--- config.mk ---
export PLATFORM = sky130hd
export DESIGN_NAME = systolic_result_drain
export DESIGN_NICKNAME = d
export VERILOG_FILES = /design/src/rtl/systolic_result_drain.sv
export SDC_FILE = /design/constraint.sdc
export NUM_CORES = 1
export LEC_CHECK = 0
export BUFFER_PORTS_ARGS = -buffer_cell sky130_fd_sc_hd__buf_2
export CAP_MARGIN = 0
export CORE_AREA = 2 2 139 169
export DETAILED_ROUTE_END_ITERATION = 8
export DIE_AREA = 0 0 141 171
export PLACE_DENSITY = 0.84
export SLEW_MARGIN = 10
export SYNTH_ARGS = -nofsm -noshare
export SYNTH_HDL_FRONTEND = slang
export SYNTH_SLANG_ARGS = --single-unit
export TNS_END_PERCENT = 5
--- constraint.sdc ---
create_clock -name clk -period 3.2 [get_ports clk]
set_input_delay 0.16 -clock clk [delete_from_list [all_inputs] [get_ports clk]]
set_output_delay 0.16 -clock clk [all_outputs]
set_load 0.02 [all_outputs]
--- src/rtl/systolic_result_drain.sv ---
// Captures the systolic array's flat accumulator vector on start and streams it
// out row-major, one saturated element per valid/ready beat.
module systolic_result_drain #(
  parameter int WIDTH      = 8,
  parameter int ARRAY_SIZE = 4,
  parameter int OUT_WIDTH  = 16,
  localparam int RES_W     = 2*WIDTH + $clog2(ARRAY_SIZE),
  localparam int N         = ARRAY_SIZE*ARRAY_SIZE,
  localparam int RC_W      = $clog2(ARRAY_SIZE),
  localparam int IDX_W     = (N > 1) ? $clog2(N) : 1
) (
  input  logic                 clk,
  input  logic                 rst,
  input  logic                 start,
  input  logic [RES_W*N-1:0]   result_in,
  output logic                 m_valid,
  input  logic                 m_ready,
  output logic [OUT_WIDTH-1:0] m_data,
  output logic [RC_W-1:0]      m_row,
  output logic [RC_W-1:0]      m_col,
  output logic                 m_sat,
  output logic                 m_last,
  output logic                 busy,
  output logic                 overrun,
  input  logic                 clr_overrun
);

  typedef enum logic {
    IDLE   = 1'b0,
    STREAM = 1'b1
  } state_t;

  localparam logic [IDX_W-1:0] LAST_IDX = IDX_W'(N-1);

  state_t                  state_reg, state_next;
  logic [IDX_W-1:0]        idx_reg, idx_next;
  logic                    overrun_reg, overrun_next;
  logic                    capture;
  logic                    drop;
  logic                    handshake;
  logic signed [RES_W-1:0] elems [N];
  logic signed [RES_W-1:0] elem_sel;

  // Capture buffer: one register per element, loaded only on capture.
  for (genvar gi = 0; gi < N; gi++) begin : g_elem
    logic signed [RES_W-1:0] elem_reg;

    always_ff @(posedge clk) begin
      if (rst) begin
        elem_reg <= '0;
      end else if (capture) begin
        elem_reg <= result_in[RES_W*(gi+1)-1 -: RES_W];
      end
    end

    assign elems[gi] = elem_reg;
  end

  always_ff @(posedge clk) begin
    if (rst) begin
      state_reg   <= IDLE;
      idx_reg     <= '0;
      overrun_reg <= 1'b0;
    end else begin
      state_reg   <= state_next;
      idx_reg     <= idx_next;
      overrun_reg <= overrun_next;
    end
  end

  assign handshake = (state_reg == STREAM) && m_ready;

  always_comb begin
    state_next = state_reg;
    idx_next   = idx_reg;
    capture    = 1'b0;
    drop       = 1'b0;
    case (state_reg)
      IDLE: begin
        if (start) begin
          capture    = 1'b1;
          idx_next   = '0;
          state_next = STREAM;
        end
      end
      STREAM: begin
        if (handshake) begin
          if (idx_reg == LAST_IDX) begin
            idx_next = '0;
            // A start on the final handshake refills the buffer with no bubble.
            if (start) begin
              capture = 1'b1;
            end else begin
              state_next = IDLE;
            end
          end else begin
            idx_next = idx_reg + IDX_W'(1);
          end
        end
        if (start && !(handshake && (idx_reg == LAST_IDX))) begin
          drop = 1'b1;
        end
      end
      default: begin
        state_next = IDLE;
        idx_next   = '0;
      end
    endcase
  end

  // A dropping start outranks a simultaneous clear.
  always_comb begin
    overrun_next = overrun_reg;
    if (drop) begin
      overrun_next = 1'b1;
    end else if (clr_overrun) begin
      overrun_next = 1'b0;
    end
  end

  assign elem_sel = elems[idx_reg];
  assign busy     = (state_reg == STREAM);
  assign m_valid  = busy;
  assign overrun  = overrun_reg;
  assign m_row    = RC_W'(idx_reg / IDX_W'(ARRAY_SIZE));
  assign m_col    = RC_W'(idx_reg % IDX_W'(ARRAY_SIZE));
  assign m_last   = (idx_reg == LAST_IDX) && busy;

  if (OUT_WIDTH >= RES_W) begin : g_ext
    assign m_data = OUT_WIDTH'(elem_sel);
    assign m_sat  = 1'b0;
  end else begin : g_sat
    localparam logic signed [RES_W-1:0] SAT_MAX =
      {{(RES_W-OUT_WIDTH+1){1'b0}}, {(OUT_WIDTH-1){1'b1}}};
    localparam logic signed [RES_W-1:0] SAT_MIN =
      {{(RES_W-OUT_WIDTH+1){1'b1}}, {(OUT_WIDTH-1){1'b0}}};

    always_comb begin
      m_data = elem_sel[OUT_WIDTH-1:0];
      m_sat  = 1'b0;
      if (elem_sel > SAT_MAX) begin
        m_data = {1'b0, {(OUT_WIDTH-1){1'b1}}};
        m_sat  = 1'b1;
      end else if (elem_sel < SAT_MIN) begin
        m_data = {1'b1, {(OUT_WIDTH-1){1'b0}}};
        m_sat  = 1'b1;
      end
    end
  end

endmodule

# Word-level counts from Yosys, hierarchy flattened
# Index checks and enable logic that the tools add are counted.
[op_classes]
add_sub_neg = 1
n_lt_le_gt_ge = 3
bitwise_logic = 2
n_mux = 22
n_eq_ne = 3
n_reduce_logical = 7
[ops]
columns = ["cell", "count"]
rows = [
  ["18-bit binary-select mux with 4-bit select", 1],
  ["18-bit 2-to-1 mux", 2],
  ["16-bit 2-to-1 mux", 2],
  ["18-bit by 16-bit greater-than comparator with 1-bit output (second input constant)", 1],
  ["18-bit by 16-bit less-than comparator with 1-bit output (second input constant)", 1],
  ["4-bit 2-to-1 mux", 3],
  ["1-bit 2-to-1 mux", 11],
  ["4-bit case mux with 2 select lines", 1],
  ["5-bit >= comparator (second input constant)", 1],
  ["4-bit NOT with 5-bit output", 1],
  ["4-bit by 1-bit adder with 4-bit output (second input constant)", 1],
  ["4-bit equality test (second input constant)", 1],
  ["1-bit logical AND", 4],
  ["1-bit case mux with 2 select lines", 2],
  ["2-bit by 1-bit != test with 1-bit output (second input constant)", 1],
  ["2-bit != test (second input constant)", 1],
  ["2-bit AND reduction", 1],
  ["2-bit nonzero test", 1],
  ["1-bit logical NOT", 1],
  ["1-bit NOT", 1],
]
[totals]
output_inout_bits = 25
ff_bits = 294
input_bits = 293

# Longest topological paths before layout
[logic_depth]
depth_word = 7
mapped_depth = 9
mapped_depth_nobuf = 6

# Worst setup path before layout
# No wires, ideal clock.
[synth_path]
kind = "flip-flop to output port"
start = "register idx_reg[0]"
end = "output m_sat"
arrival_time_ns = 2.121
path_stages_with_launch = 8
slack_ns = 0.919
path_cell_list = "dfxtp_1 > buf_6 > buf_12 > mux4_1 > a22oi_1 > nand2_1 > buf_2 > a22oi_1"
[synth_via]
elab_chain_cells = 7
[synth_rtl]
columns = ["item", "line", "text"]
rows = [
  ["start, declared", "36", "logic [IDX_W-1:0] idx_reg, idx_next;"],
  ["start signal, assigned", "66", "idx_reg <= idx_next;"],
  ["4-bit NOT with 5-bit output (not written as such) *", "121", "assign elem_sel = elems[idx_reg];"],
  ["18-bit binary-select mux with 4-bit select *", "121", ""],
  ["18-bit 2-to-1 mux (not written as such) * (2 in a row)", "121", ""],
  ["18-bit by 16-bit less-than comparator with 1-bit output", "144", "end else if (elem_sel < SAT_MIN) begin"],
  ["1-bit 2-to-1 mux", "144", ""],
  ["1-bit 2-to-1 mux *", "141", "if (elem_sel > SAT_MAX) begin"],
  ["end, declared", "21", "output logic m_sat,"],
]
# Every way passes the cells marked *; elsewhere a longest branch is shown, timed or not. The select of a mux whose other input is x is not followed.

# Worst setup path after layout
[layout_path]
start = "register idx_reg[0]"
end = "output m_data[2]"
[layout_via]
elab_chain_cells = 7
[layout_rtl]
columns = ["item", "line", "text"]
rows = [
  ["4-bit NOT with 5-bit output (not written as such) *", "121", ""],
  ["18-bit binary-select mux with 4-bit select *", "121", ""],
  ["18-bit 2-to-1 mux (not written as such) * (2 in a row)", "121", ""],
  ["18-bit by 16-bit less-than comparator with 1-bit output", "144", ""],
  ["16-bit 2-to-1 mux", "144", ""],
  ["16-bit 2-to-1 mux *", "141", ""],
  ["end, declared", "18", "output logic [OUT_WIDTH-1:0] m_data,"],
]
# Marked as above.

==> flow_metrics.env <==
export IMPL_drtIter0Drc=1753
export IMPL_dr_pass1_iters=8
export IMPL_synth_largest_area_cell="dfxtp_1"
export IMPL_dpl_cell_count=2000
export IMPL_worstMarginPinSlew_ps=949.7
export IMPL_synth_edff_count=0
export IMPL_critPathBufInv=2
export IMPL_largest_register_ffs=288
export IMPL_hold_end="g_elem[11].elem_reg[12]"
export IMPL_rsz0062_at_grt="false"
export IMPL_ys_seq_area_share_pct=46.54
export IMPL_numCtsBuffers=29
export IMPL_antenna_found_initial=10
export IMPL_synth_fa_ha_area_share_pct=0.09894
export IMPL_drive_gt1_share_pct=23.23
export IMPL_io_buffers=317
export IMPL_core_area_um2=22670
export IMPL_crit_fanout=20
export IMPL_multi_input_area_um2=6123
export IMPL_async_reset_ff_share_pct=0
export IMPL_p_per_area_nw_per_um2=496.0
export IMPL_grt_pass1_wl_um=79380
export IMPL_cts_root_buf="clkbuf_16"
export IMPL_die_w_um=141
export IMPL_drc=0
export IMPL_path_cells="buf_8 -> mux4_2 -> a22oi_1 -> and2_4 -> o21ai_1 -> buf_2"
export IMPL_grt_use_total_pct=43.47
export IMPL_fin_crit_ps=3072
export IMPL_maxSlewViolCount=0
export IMPL_synth_area_um2=12650
export IMPL_yosys_top_cells_area="dfxtp_1 47%, nand2_1 18%, a21oi_1 12%"
export IMPL_path_clk_slew_ps=60
export IMPL_synth_compound_area_share_pct=16.15
export IMPL_ff_latch_area_um2=5893
export IMPL_crit_type="reg -> out"
export IMPL_viasPerCell=6.154
export IMPL_rows=61
export IMPL_maxCapViolations=0
export IMPL_synth_nets=1799
export IMPL_yosysTopAreaCellShare_pct=46.54
export IMPL_synth_top_family_by_area="simple AND/OR/NAND/NOR gates"
export IMPL_power_leakage_nw=7.499
export IMPL_min_delay_path_class="in -> reg"
export IMPL_timing_final_crit_share_pct=96.01
export IMPL_min_from="rst"
export IMPL_insertion_delay_ps=570
export IMPL_synth_avg_cell_area_um2=8.403
export IMPL_clockPowerShare_pct=39.6
export IMPL_ys_seq_elements=294
export IMPL_intPower_mw=6.636
export IMPL_critPathMaxStageDelay_ps=540
export IMPL_comb_power_share_pct=16.3
export IMPL_pin_count=318
export IMPL_reg2reg_from="idx_reg[1]"
export IMPL_reg2reg_depth=8
export IMPL_yosys_warnings=0
export IMPL_fin_area_um2=18310
export IMPL_ys_types=35
export IMPL_instances_no_fill=2364
export IMPL_synth_simple_area_share_pct=18.49
export IMPL_clockBufferDepth=3
export IMPL_overflow=0
export IMPL_syn_to_final_growth_pct=44.79
export IMPL_end_kind="output port"
export IMPL_r2r_slack_ps=320
export IMPL_wl_per_cell_um=22.75
export IMPL_ir_worst_vdd_uv=413.0
export IMPL_synth_cells=1505
export IMPL_crit_arrival_ps=2910
export IMPL_place_congestion=0.8731
export IMPL_dp_hpwl_um=26610
export IMPL_synth_common_cells="596 x nand2_1, 307 x a21oi_1, 294 x dfxtp_1"
export IMPL_final_hold_viol_count=0
export IMPL_swShare_pct=26.93
export IMPL_htree_levels=1
export IMPL_dieHeight_um=171
export IMPL_wl_um=53790
export IMPL_cp_top_family="multiplexers"
export IMPL_whs_path_depth=2
export IMPL_initial_core_util_pct=55.79
export IMPL_clock_skew_ps=27.16
export IMPL_status="finished clean"
export IMPL_seqPwrFrac_pct=44.1
export IMPL_placed_area_um2=14250
export IMPL_start_kind="register"
export IMPL_rr_endpoint="g_elem[1].elem_reg[13]"
export IMPL_power_switching_mw=2.446
export IMPL_ant_nets=0
export IMPL_vias=14547
export IMPL_dieArea_um2=24110
export IMPL_synthMostInstantiatedCell="nand2_1"
export IMPL_tns_ps=0
export IMPL_grt_pass1_vias=14629
export IMPL_slew_headroom_pct=36.69
export IMPL_finalSetupViolations=0
export IMPL_fillers=1234
export IMPL_fmax_ghz=0.3255
export IMPL_nets=2344
export IMPL_cts_sinks=294
export IMPL_crit_path_top_delay_cell="mux4_2"
export IMPL_grt_max_degree=186
export IMPL_synth_ff_type="dfxtp_1"
export IMPL_synthMuxAreaShare_pct=13.47
export IMPL_crit_required_ps=3040
export IMPL_cts_tree="done"
export IMPL_synthXorXnorAreaFrac_pct=0
-- routing by layer --
metal | track usage, % | up-vias | part of all wire (%)
li1 | - | 6195 | -
met2 | 74.55 | 1254 | 48
met1 | 44.40 | 6662 | 32
met3 | 11.92 | 434 | 9.7
met4 | 35.52 | 2 | 10
met5 | 0 | - | 0.024
-- power groups by stage --
stage,logic [mW],clock network [mW],registers (mW)
CTS,1.35,3.53,3.99
finish,1.48,3.60,4.01
detailed placement,1.07,0,4.06
floorplan,0.688,0,4.02
global route,1.56,3.74,4.02
global placement,1.05,0,4.05
-- worst reg2reg max path, stage by stage (launching register included) --
cell     delay [ps]
dfxtp_4         390
buf_12          150
ha_1            250
nand2_1         120
o21ai_1         340
and2_4          510
buf_12          340
nand2_1         140
a21oi_1         480
-- worst max-delay path by stage --
stage	startpoint	to	cells after the start
2_1_floorplan	idx_reg[0]	m_sat	7
3_3_place_gp	idx_reg[0]	m_data[0]	8
3_5_place_dp	idx_reg[0]	m_data[0]	8
4_1_cts	idx_reg[0]	m_data[0]	6
5_1_grt	idx_reg[0]	m_data[9]	8
6_report	idx_reg[0]	m_data[2]	6
-- layout by cell type, fill, tap and decap left out, types with 5 or more instances in the layout --
master,instances
nand2_1,594
buf_2,316
a21oi_1,307
dfxtp_1,292
dlygate4sd3_1,291
mux4_2,66
clkbuf_16,30
o21ai_1,28
a22oi_1,27
buf_4,24
diode_2,10
mux2i_1,10
clkbuf_8,9
buf_12,9
nor2_1,8
clkinv_2,6
a22oi_2,5
-- logic make-up (layout without fill, tap and decap cells) --
| family | Yosys count | count (layout) |
|---|---|---|
| other | 0 | 10 |
| adder cells (fa/ha/maj) | 1 | 1 |
| AND/OR/NAND/NOR | 615 | 615 |
| AO/OA/AOI/OAI | 380 | 380 |
| flip-flops | 294 | 294 |
| multiplexers | 81 | 81 |
| buffers and inverters | 134 | 700 |
-- layout make-up --
type                    count  area share [%]
diodes                     10          0.1367
clock buffers              42           4.838
flip-flops and latches    294           32.19
multi-input cells        1077           33.44
well taps                 283           1.934
inverters                   4         0.08200
repair buffers            644           26.80
clock inverters            10          0.5808
-- stage by stage --
step	hold slack, ps	setup WS, ps	utilization [%]	power, mW
floorplan	296.0	918.8	-	4.705
global placement	403.5	601.3	62.87	5.099
detailed placement	407.0	563.0	62.87	5.132
CTS	147.0	98.36	80.15	8.865
global route	196.3	40.27	80.75	9.322
finish	141.5	127.5	80.77	9.082
-- timing repair --
item / in CTS / in global routing
setup endpoints to repair: 3 / 8
hold buffers: 291 / 0
hold endpoints to repair: 291 / 0
gates resized for setup: 3 / 5
pin swaps: 0 / 1
setup buffers: 0 / 11
No activity file was read; power rests on OpenSTA's default activity.
